`config.mk`:
```
export PLATFORM = sky130hd
export DESIGN_NAME = ysyx_23060203_lsu
export DESIGN_NICKNAME = d
export VERILOG_FILES = /design/src/rtl/ysyx_23060203_lsu.sv
export SDC_FILE = /design/constraint.sdc
export NUM_CORES = 1
export LEC_CHECK = 0
export BUFFER_PORTS_ARGS = -buffer_cell sky130_fd_sc_hd__buf_4
export CORE_MARGIN = 5
export CORE_UTILIZATION = 30
export DETAILED_ROUTE_END_ITERATION = 16
export GPL_TIMING_DRIVEN = 0
export HOLD_SLACK_MARGIN = 0.05
export PLACE_DENSITY = 0.67
export SLEW_MARGIN = 20
export SYNTH_ARGS = -nofsm -noshare
export SYNTH_HDL_FRONTEND = slang
export SYNTH_SLANG_ARGS = --single-unit
```
`constraint.sdc`:
```
create_clock -name clock -period 9.75 [get_ports clock]
set_input_delay 1.4625 -clock clock [delete_from_list [all_inputs] [get_ports clock]]
set_output_delay 1.4625 -clock clock [all_outputs]
set_load 0.005 [all_outputs]
```
`src/rtl/ysyx_23060203_lsu.sv`:
```
`default_nettype none
// ============================================================================
// Module  : ysyx_23060203_lsu
// Brief   : Load/store stage between EXU and WBU; one memory transaction per
//           memory instruction, plain passthrough for everything else.
// Revision: 1.0
// ============================================================================
module ysyx_23060203_lsu #(
    parameter int ADDR_W = 32,
    parameter int DATA_W = 32
) (
    input  logic              clock,
    input  logic              reset,
    input  logic              in_valid,
    output logic              in_ready,
    input  logic [31:0]       in_pc,
    input  logic [4:0]        in_gpr_waddr,
    input  logic [31:0]       in_alu_res,
    input  logic              in_mem_ren,
    input  logic              in_mem_wen,
    input  logic [2:0]        in_funct3,
    input  logic [31:0]       in_store_data,
    input  logic              in_csr_wen,
    input  logic              in_exc,
    input  logic              in_ret,
    input  logic              in_fencei,
    input  logic [11:0]       in_csr_waddr,
    input  logic [31:0]       in_csr_wdata,
    output logic              mem_req_valid,
    input  logic              mem_req_ready,
    output logic [ADDR_W-1:0] mem_addr,
    output logic              mem_wen,
    output logic [DATA_W-1:0] mem_wdata,
    output logic [3:0]        mem_wstrb,
    input  logic              mem_resp_valid,
    input  logic [DATA_W-1:0] mem_rdata,
    output logic              out_valid,
    input  logic              out_ready,
    output logic [31:0]       out_pc,
    output logic [4:0]        out_gpr_waddr,
    output logic [31:0]       out_gpr_wdata,
    output logic              out_csr_wen,
    output logic [11:0]       out_csr_waddr,
    output logic [31:0]       out_csr_wdata,
    output logic              out_exc,
    output logic              out_ret,
    output logic              out_fencei
);

    typedef enum logic [1:0] {
        IDLE = 2'd0,
        REQ  = 2'd1,
        WAIT = 2'd2,
        OUT  = 2'd3
    } state_t;

    state_t            state;
    logic [31:0]       alu_q;
    logic [31:0]       store_q;
    logic [2:0]        funct3_q;
    logic              is_store;
    logic [1:0]        off;
    logic [DATA_W-1:0] shifted;
    logic [31:0]       load_data;

    assign off           = alu_q[1:0];
    assign in_ready      = (state == IDLE);
    assign mem_req_valid = (state == REQ);
    assign out_valid     = (state == OUT);
    assign mem_addr      = alu_q[ADDR_W-1:0];
    assign mem_wen       = is_store;
    assign mem_wdata     = store_q << {off, 3'b000};

    always_comb begin
        case (funct3_q)
            3'b000:  mem_wstrb = 4'b0001 << off;
            3'b001:  mem_wstrb = 4'b0011 << off;
            default: mem_wstrb = 4'b1111;
        endcase
    end

    // Lane-align the raw word first so every size extracts from bit 0.
    always_comb begin
        shifted = mem_rdata >> {off, 3'b000};
        case (funct3_q)
            3'b000:  load_data = {{24{shifted[7]}}, shifted[7:0]};
            3'b001:  load_data = {{16{shifted[15]}}, shifted[15:0]};
            3'b100:  load_data = {24'd0, shifted[7:0]};
            3'b101:  load_data = {16'd0, shifted[15:0]};
            default: load_data = shifted;
        endcase
    end

    always_ff @(posedge clock) begin
        if (reset) begin
            state <= IDLE;
        end else begin
            case (state)
                IDLE: begin
                    if (in_valid) begin
                        out_pc        <= in_pc;
                        out_gpr_waddr <= in_gpr_waddr;
                        out_csr_wen   <= in_csr_wen;
                        out_csr_waddr <= in_csr_waddr;
                        out_csr_wdata <= in_csr_wdata;
                        out_exc       <= in_exc;
                        out_ret       <= in_ret;
                        out_fencei    <= in_fencei;
                        alu_q         <= in_alu_res;
                        store_q       <= in_store_data;
                        funct3_q      <= in_funct3;
                        is_store      <= in_mem_wen;
                        if (in_mem_ren || in_mem_wen) begin
                            state <= REQ;
                        end else begin
                            out_gpr_wdata <= in_alu_res;
                            state         <= OUT;
                        end
                    end
                end
                REQ: begin
                    if (mem_req_ready) begin
                        state <= WAIT;
                    end
                end
                WAIT: begin
                    if (mem_resp_valid) begin
                        out_gpr_wdata <= is_store ? 32'd0 : load_data;
                        state         <= OUT;
                    end
                end
                OUT: begin
                    if (out_ready) begin
                        state <= IDLE;
                    end
                end
                default: state <= IDLE;
            endcase
        end
    end

endmodule
`default_nettype wire

```
==> impl_metrics.toml <==
[worst_setup_path]
path_max_fanout = 10
cp.arrival_ns = 2.58
endpoint_kind = "output pin"
cp.required_ns = 8.29
crit_path_start_kind = "flop"
crit_type = "flop to output pin"

[drt]
viasPerCell = 4.67
avgRoutedWirePerCell_um = 21.2
drt_wl_total_mm = 24.9
drc = 0
drtIter0Drc = 358
detail-route-antenna-nets = 0
first_pass_iters = 5
dr_total_vias = 5482

[cts]
root_buffer = "clkbuf_16"
clk_pin_slew_worst_paths_ns = 0.08
post-cts-setup-buffer-count = 0
numCtsBuffers = 17
cts_hold_buf = 0
cts-resized-gates = 0
clockBufferDepth = 2
cts_tree = "yes"
ctsHtreeMaxLevel = 4
clkSinkCount = 187
clk_latency_ns = 0.43

[place]
gp_congestion = 0.774
place_hpwl_mm = 19.8
post-place-cells = 1141
port_buffers = 380

[synth]
syn_area_um2 = 7260
yosysWarnings = 0
yosysSeqAreaShare = 0.771
synth_cell_types = 35
synth_top_family_by_area = "compound AO/OA/AOI/OAI gates"
synthSimpleGateAreaFrac = 0.0577
synth_top_cell_by_area = "edfxtp_1"
syn_nets = 626
synthXorXnorAreaFrac = 0
synth_mux_area_frac = 0.0503
synth_cells = 430
yosysTopAreaCellShare = 0.765
synthAdderAreaFrac = 0.00689
synth_compound_area_frac = 0.0932
syn_avg_cell_area_um2 = 16.9
ys_seq_elements = 187
synthTopCellsByArea = "edfxtp_1, mux2i_1, nor2b_1, o21ai_0, a21oi_1"

[pwr]
ir_worst_vdd_mv = 0.105
cellPowerDensity_nw_per_um2 = 207
p_leak_nw = 4.59

[floorplan]
die_y_um = 166
row_count = 57
die_w_um = 166
io_pins = 381
die_area_um2 = 27400
initial_utilization = 0.301
coreArea_um2 = 24100

[layout]
drive_gt1_frac = 0.514
layout_common_cells = "buf_4, edfxtp_1, mux2i_1"
area_delta_synth_final_pct = 55.5
nNetsFinal = 1032
layout.cells.most_common = "buf_4"
final_cells = 1174

[flow_run]
maxCapViolCount = 0

[timing]
post-route-min-period_ns = 4.05
drv_slew = 0
slew_headroom = 0.340
rsz0062_at_grt = "no"
tightest_slew_ns = 0.987
period_share = 0.415
fmax_mhz = 247
setup_viol_count_final = 0
final-hold-violation-count = 0
hold_ws_ns = 0.539
fin_skew_ns = 0.00923

[grt]
grt_overflow_total = 0
antenna_found_initial = 1
grt_pass1_wl_mm = 35.3
gr-usage-all-layers = 0.178
grt_max_degree = 30
grt_pass1_vias = 5813

[outcome]
status = "finished, final reports clean"

[worst_hold_path]
hold_class = "flop to flop"
## final timing paths
kind / slack (ns) / depth (start not counted) / start / end
min: 0.54 / 2 / state[1] / state[1]
min reg2reg: 0.54 / 2 / state[1] / state[1]
max reg2reg: 7.13 / 8 / state[0] / store_q[24]
max: 5.70 / 5 / mem_addr[0] / mem_wstrb[0]
## area by class of cell
cell class	count	area, µm²
fill	2185	12800
sequential	187	5600
timing repair buffer	387	2990
multi-input combinational	207	1530
clock buffer	17	425
tap	324	405
clock inverter	15	189
buffer	24	109
inverter	12	45.0
antenna	1	2.50
## flip-flops by register name (all words and copies together), names as in the netlist
name,count
out_gpr_waddr,5
out_fencei,1
funct3_q,3
out_gpr_wdata,32
out_exc,1
out_csr_wdata,32
out_ret,1
out_csr_waddr,12
mem_wen,1
out_pc,32
state,2
mem_addr,32
out_csr_wen,1
store_q,32
## through the flow
| stage | power, W | setup WS, ns | area [µm²] | utilization | setup TNS [ns] |
|---|---|---|---|---|---|
| final | 0.00233 | 5.70 | 11300 | 0.468 | 0 |
| after global routing | 0.00245 | 5.53 | 11300 | 0.468 | 0 |
| after CTS | 0.00236 | 5.59 | 11300 | 0.468 | 0 |
| after detailed placement | 0.00164 | 6.08 | 10700 | 0.443 | 0 |
| after global placement | 0.00164 | -1.67 | 10500 | 0.436 | -252.98 |
| after floorplan | 0.00133 | 1.18 | 7260 | - | 0 |
## Yosys cell counts, drive strengths merged
cell type / n
a311oi: 2
ha: 4
o21ai: 20
nor3b: 1
nor2: 15
o211ai: 1
buf: 12
mux2i: 32
o2111ai: 1
inv: 11
clkinv: 1
or3: 1
a22o: 1
dfxtp: 2
a221o: 8
or2: 1
nand3b: 10
clkbuf: 12
nand2: 20
nor2b: 17
and2: 8
o221ai: 8
nand2b: 4
a211oi: 9
edfxtp: 185
o2111a: 2
a21oi: 17
o2bb2ai: 8
a32o: 7
mux4: 2
a211o: 7
and3: 1
## worst max-delay path: stages, from the launching register on
cell and delay [ns]:
edfxtp_1 0.58, buf_2 0.28, buf_2 0.33, clkbuf_1 0.51
o21ai_0 0.24, buf_4 0.20
## kinds of logic after synthesis
logic type / after synthesis
compound gates: 91
fa+ha+maj: 4
buf+inv: 36
flops: 187
mux: 34
simple gates: 78
## power breakdown
part | internal (W) | switching [W]
Clock | 0.000354 | 0.000361
Sequential | 0.00103 | 0.0000360
Combinational | 0.000269 | 0.000286
Total | 0.00165 | 0.000683
## metal layers
metal,track usage,up-vias,share of wire
li1,-,2497,-
met5,0,-,0.00028
met4,0.0555,2,0.021
met1,0.203,2647,0.37
met3,0.0722,25,0.11
met2,0.305,311,0.50
Note: power is estimated with default switching activity, not from simulation.
